File: config.mk
export PLATFORM = sky130hd
export DESIGN_NAME = sdram_port_arbiter
export DESIGN_NICKNAME = d
export VERILOG_FILES = /design/src/rtl/sdram_arb_pkg.sv /design/src/rtl/sdram_arb_chk.sv /design/src/rtl/sdram_arb_starve_ctr.sv /design/src/rtl/sdram_port_arbiter.sv
export SDC_FILE = /design/constraint.sdc
export NUM_CORES = 1
export LEC_CHECK = 0
export CAP_MARGIN = 20
export CORE_MARGIN = 3
export CORE_UTILIZATION = 20
export CTS_CLUSTER_DIAMETER = 30
export CTS_CLUSTER_SIZE = 12
export DETAILED_ROUTE_END_ITERATION = 12
export PLACE_DENSITY = 0.89
export SYNTH_ARGS = -nofsm -noshare
export SYNTH_HDL_FRONTEND = slang
export SYNTH_HIERARCHICAL = 1
export SYNTH_SLANG_ARGS = --single-unit
File: constraint.sdc
create_clock -name clk_i -period 1.9 [get_ports clk_i]
set_clock_uncertainty 0.1 [all_clocks]
set_input_delay 0.38 -clock clk_i [delete_from_list [all_inputs] [get_ports clk_i]]
set_output_delay 0.38 -clock clk_i [all_outputs]
set_load 0.02 [all_outputs]
File: src/rtl/sdram_arb_pkg.sv
// Shared SDRAM arbitration types and widths.
// Used by the port arbiter, the video line fetcher and the SDRAM controller.
package sdram_arb_pkg;

  localparam int unsigned SDRAM_ADDR_W = 24;
  localparam int unsigned SDRAM_DATA_W = 16;

  // Grant encoding doubles as the arbiter FSM state (IDLE / VID / CPU).
  typedef enum logic [1:0] {
    GNT_NONE = 2'd0,
    GNT_VID  = 2'd1,
    GNT_CPU  = 2'd2
  } gnt_t;

  // True when the CPU presents any request (read or write).
  function automatic logic cpu_req(input logic rd, input logic wr);
    return rd | wr;
  endfunction

endpackage

File: src/rtl/sdram_arb_chk.sv
// Protocol checker for the SDRAM port arbiter: flags CPU read+write while
// granted and acks raised by a master that does not hold the grant.
module sdram_arb_chk
  import sdram_arb_pkg::*;
(
  input logic clk_i,
  input logic rst_i,
  input gnt_t gnt_i,
  input logic vid_ack_i,
  input logic cpu_ack_i,
  input logic cpu_rd_i,
  input logic cpu_wr_i
);

  a_cpu_rd_wr: assert property (@(posedge clk_i) disable iff (rst_i)
    !((gnt_i == GNT_CPU) && cpu_rd_i && cpu_wr_i));

  a_vid_ack_ungranted: assert property (@(posedge clk_i) disable iff (rst_i)
    !(vid_ack_i && (gnt_i != GNT_VID)));

  a_cpu_ack_ungranted: assert property (@(posedge clk_i) disable iff (rst_i)
    !(cpu_ack_i && (gnt_i != GNT_CPU)));

endmodule

File: src/rtl/sdram_arb_starve_ctr.sv
// CPU anti-starvation counter: counts cycles the CPU requests without
// holding the grant and raises boost_o once MAX_WAIT cycles have elapsed.
// Only instantiated when SDRAM_ARB_CPU_BOOST_EN is defined.
module sdram_arb_starve_ctr #(
  parameter int unsigned MAX_WAIT = 256
) (
  input  logic clk_i,
  input  logic rst_i,
  input  logic req_i,
  input  logic granted_i,
  output logic boost_o
);

  localparam int unsigned CNT_W = $clog2(MAX_WAIT + 1);
  localparam logic [CNT_W-1:0] MAX_C = CNT_W'(MAX_WAIT);

  logic [CNT_W-1:0] cnt_r;

  // Saturating wait counter, cleared whenever the CPU holds the grant.
  always_ff @(posedge clk_i or posedge rst_i) begin
    if (rst_i) begin
      cnt_r <= {CNT_W{1'b0}};
    end else if (granted_i) begin
      cnt_r <= {CNT_W{1'b0}};
    end else if (req_i && (cnt_r != MAX_C)) begin
      cnt_r <= cnt_r + CNT_W'(1);
    end else begin
      cnt_r <= cnt_r;
    end
  end

  assign boost_o = (cnt_r >= MAX_C);

endmodule

File: src/rtl/sdram_port_arbiter.sv
// Two-master arbiter for the single SDRAM controller request port.
// Video has fixed priority; the grant is registered and held until the
// granted master acks. Optional feature macro: SDRAM_ARB_CPU_BOOST_EN
// (forces a CPU grant after CPU_MAX_WAIT cycles of waiting).
module sdram_port_arbiter
  import sdram_arb_pkg::*;
#(
  parameter int unsigned ADDR_W       = SDRAM_ADDR_W,
  parameter int unsigned DATA_W       = SDRAM_DATA_W,
  parameter int unsigned CPU_MAX_WAIT = 256
) (
  input  logic              clk_i,
  input  logic              rst_i,
  input  logic              vid_rd_i,
  input  logic [ADDR_W-1:0] vid_addr_i,
  output logic              vid_rdy_o,
  input  logic              vid_ack_i,
  input  logic              cpu_rd_i,
  input  logic              cpu_wr_i,
  input  logic [ADDR_W-1:0] cpu_addr_i,
  input  logic [DATA_W-1:0] cpu_wdata_i,
  output logic              cpu_rdy_o,
  input  logic              cpu_ack_i,
  output logic [DATA_W-1:0] rdata_o,
  output logic              s_rd_o,
  output logic              s_wr_o,
  output logic [ADDR_W-1:0] s_addr_o,
  output logic [DATA_W-1:0] s_wdata_o,
  input  logic              s_rdy_i,
  output logic              s_ack_o,
  input  logic [DATA_W-1:0] s_rdata_i,
  output gnt_t              gnt_o
);

  gnt_t state_r;
  gnt_t state_nxt_s;
  logic cpu_req_s;
  logic cpu_boost_s;

  if (CPU_MAX_WAIT < 1) begin : g_bad_max_wait
    $error("CPU_MAX_WAIT must be at least 1");
  end

  assign cpu_req_s = cpu_req(cpu_rd_i, cpu_wr_i);

`ifdef SDRAM_ARB_CPU_BOOST_EN
  sdram_arb_starve_ctr #(
    .MAX_WAIT (CPU_MAX_WAIT)
  ) u_starve_ctr (
    .clk_i     (clk_i),
    .rst_i     (rst_i),
    .req_i     (cpu_req_s),
    .granted_i (state_r == GNT_CPU),
    .boost_o   (cpu_boost_s)
  );
`else
  assign cpu_boost_s = 1'b0;
`endif

  // Grant register; reset aborts any burst in flight.
  always_ff @(posedge clk_i or posedge rst_i) begin
    if (rst_i) begin
      state_r <= GNT_NONE;
    end else begin
      state_r <= state_nxt_s;
    end
  end

  // Next grant: decisions only in IDLE, release only on the owner's ack.
  always_comb begin
    state_nxt_s = state_r;
    case (state_r)
      GNT_NONE: begin
        if (cpu_boost_s && cpu_req_s) begin
          state_nxt_s = GNT_CPU;
        end else if (vid_rd_i) begin
          state_nxt_s = GNT_VID;
        end else if (cpu_req_s) begin
          state_nxt_s = GNT_CPU;
        end else begin
          state_nxt_s = GNT_NONE;
        end
      end
      GNT_VID: begin
        if (vid_ack_i) begin
          state_nxt_s = GNT_NONE;
        end else begin
          state_nxt_s = GNT_VID;
        end
      end
      GNT_CPU: begin
        if (cpu_ack_i) begin
          state_nxt_s = GNT_NONE;
        end else begin
          state_nxt_s = GNT_CPU;
        end
      end
      default: state_nxt_s = GNT_NONE;
    endcase
  end

  // Route the granted master to the controller port; everything idle otherwise.
  always_comb begin
    s_rd_o    = 1'b0;
    s_wr_o    = 1'b0;
    s_addr_o  = {ADDR_W{1'b0}};
    s_wdata_o = {DATA_W{1'b0}};
    s_ack_o   = 1'b0;
    vid_rdy_o = 1'b0;
    cpu_rdy_o = 1'b0;
    rdata_o   = {DATA_W{1'b0}};
    case (state_r)
      GNT_VID: begin
        s_rd_o    = vid_rd_i;
        s_addr_o  = vid_addr_i;
        s_ack_o   = vid_ack_i;
        vid_rdy_o = s_rdy_i;
        rdata_o   = s_rdata_i;
      end
      GNT_CPU: begin
        // A write wins if the CPU illegally raises both strobes.
        s_wr_o    = cpu_wr_i;
        s_rd_o    = cpu_rd_i & ~cpu_wr_i;
        s_addr_o  = cpu_addr_i;
        s_wdata_o = cpu_wdata_i;
        s_ack_o   = cpu_ack_i;
        cpu_rdy_o = s_rdy_i;
        rdata_o   = s_rdata_i;
      end
      default: begin
        s_rd_o = 1'b0;
      end
    endcase
  end

  assign gnt_o = state_r;

  sdram_arb_chk u_chk (
    .clk_i     (clk_i),
    .rst_i     (rst_i),
    .gnt_i     (state_r),
    .vid_ack_i (vid_ack_i),
    .cpu_ack_i (cpu_ack_i),
    .cpu_rd_i  (cpu_rd_i),
    .cpu_wr_i  (cpu_wr_i)
  );

endmodule

==> run metrics <==
outcome finished with violations; violated checks setup timing; Leak Pwr 1.21 nW; yosys warns 6; per-cell routed wire length 15.0 um; CP required 1.42 ns; drt initial violations 23; max FFs per register 2; period utilization 1.04; initial antenna violation count 0; worst-skew pair later-pin latency 0.22 ns; Via density 4.64; minimum clock period 1.98 ns; setup TNS -2.55 ns; Cells after Synth 117; clock buffer depth 2; Worst Setup Start Kind register; flip-flop and latch count after synthesis 2; Final ANT Viol Nets 0; GRT overflow 0; die area 0.00487 mm2; post-route setup slack -0.0822 ns; CTS tree done; vias in the first global route 1,535; Critical Path Sink Type output port; H-tree lvl count 1; drc violations 0; Die Span X 69.8 um; First-pass DRT Iterations 4; I/O pin count 151; Num CTS Buffers 3; CP max FO 25; Slew Limit Fails 0; Worst Tran Pin Value 0.231 ns; count of cell types in the netlist 15; Seq/Total Area, Yosys 0.0614; Synth Cell Area 815 um2; Ant. Diodes 0; Synth area leaders and2_1 28%, a22oi_1 23%, nor2b_1 19%; Fillers 263; Root Buffer clkbuf_8; Slew headroom 0.846; end-of-flow core utilization 0.756; CTS Sinks 2; Worst Hold Class primary input to asynchronous set/reset pin; first-pass GRT wire length 7560 um; worst path arrival time 1.50 ns; dpl hpwl 3830 um; Core Box Area 0.00380 mm2; via count 1,517; top cell type's share of synthesized area 0.276; gr usage total 0.190; hold buffers post-CTS 0; final hold vios 0; port bufs 150; peak supply drop 1.03 mV; share of cells above drive strength 1 0.534; Initial Utilization 0.214; overall power 4.10 mW; total detailed-routing wirelength 4920 um; hold_ws 0.224 ns; final setup violation count 42; Die H 69.8 um; clock-pin slew on the worst setup and hold paths 0.03 ns; pwr dens 1430 mW/mm2; Mapped Nets 209; area grow syn2layout 252%; largest net degree at the start of global routing 26; Rows 22; Crit Path Category register to output port; fmax 504 MHz; post-synth top area cell and2_1; max-cap violations 0; routability cong. 0.843; RSZ-0062 raised after global routing yes; Synth Area per Inst 6.96 um2; Nets 373
[where the power goes]
part	leakage (nW)	switching, mW	internal, mW
logic	1.17	1.71	2.12
registers	0.0255	0.0225	0.0626
clock network	0.0216	0.0439	0.135
total	1.21	1.78	2.32
[metrics by stage]
step                      instance area (um2)  setup slack, ns  cells
after global routing                     2870           -0.145    327
after floorplan                           872           0.0378    117
after CTS                                2650          -0.0694    324
after global placement                   2480           -0.311    317
after detailed placement                 2480           -0.344    317
final                                    2870          -0.0822    327
[layer usage]
layer  part of all wire  up-vias  GRT usage
li1                   -      719          -
met1               0.36      700      0.206
met2               0.54       92      0.363
met3              0.084        6     0.0348
met4              0.015        0     0.0617
met5                  0        -          0
[critical path: stages, from the launching register on]
cell and delay, ns:
dfrtp_1 0.37, inv_2 0.08, buf_12 0.12, ha_4 0.28
buf_12 0.15, nor2b_2 0.16, buf_6 0.13
[path summary, 6_finish.rpt]
check,from,to,slack (ns),cells after the start
worst max-delay path,gnt_o[0],s_addr_o[23],-0.08,6
min in group clk_i,gnt_o[1],gnt_o[1],0.70,3
worst min-delay path,rst_i,gnt_o[1],0.22,2
worst min register to register,gnt_o[1],gnt_o[1],0.70,3
max in group asynchronous,rst_i,gnt_o[0],1.35,2
worst max register to register,gnt_o[1],gnt_o[0],0.62,5
[layout by cell type, fill, tap and decap left out]
cell,instances
o211ai_1,1
clkdlybuf4s50_1,88
ha_4,3
ha_1,1
nand2b_1,2
dfrtp_1,2
dlymetal6s2s_1,1
buf_12,5
clkbuf_8,3
a21oi_1,2
buf_8,3
clkbuf_16,1
a22oi_1,6
nand2_1,3
buf_2,2
a22oi_2,19
nor2b_4,2
and2_4,17
buf_6,45
and2_1,19
nor2b_2,21
inv_2,2
buf_16,1
buf_4,25
nor2b_1,2
o21ai_1,1
inv_1,2
[cell families after synthesis]
group / share of synthesized area
AND/OR/NAND/NOR: 0.498
buffers and inverters: 0.121
adder cells (fa/ha/maj): 0.0614
AO/OA/AOI/OAI: 0.258
flip-flops: 0.0614
[cell usage after synthesis]
cell / n
and2_1: 36
a22oi_1: 25
nor2b_1: 25
buf_4: 4
clkbuf_1: 4
ha_1: 4
inv_1: 4
buf_6: 3
nand2_1: 3
a21oi_1: 2
dfrtp_1: 2
nand2b_1: 2
clkbuf_2: 1
o211ai_1: 1
o21ai_1: 1
[final cells by class]
| cell class | count | area, um2 | share of cell area |
|---|---|---|---|
| multi-input cells | 99 | 908 | 0.316 |
| clock buffers | 3 | 41.3 | 0.0144 |
| well taps | 48 | 60.1 | 0.0209 |
| inverters | 4 | 15.0 | 0.00523 |
| flip-flops and latches | 2 | 50.0 | 0.0174 |
| repair buffers | 171 | 1800 | 0.626 |
[repair_timing]
item / 4_1_cts / 5_1_grt
endpoints found under the setup margin: 61 / 53
buffers inserted: 3 / 2
cloned: 1 / 1
gates resized for setup: 352 / 55
Power figures use the tool's default switching activity.
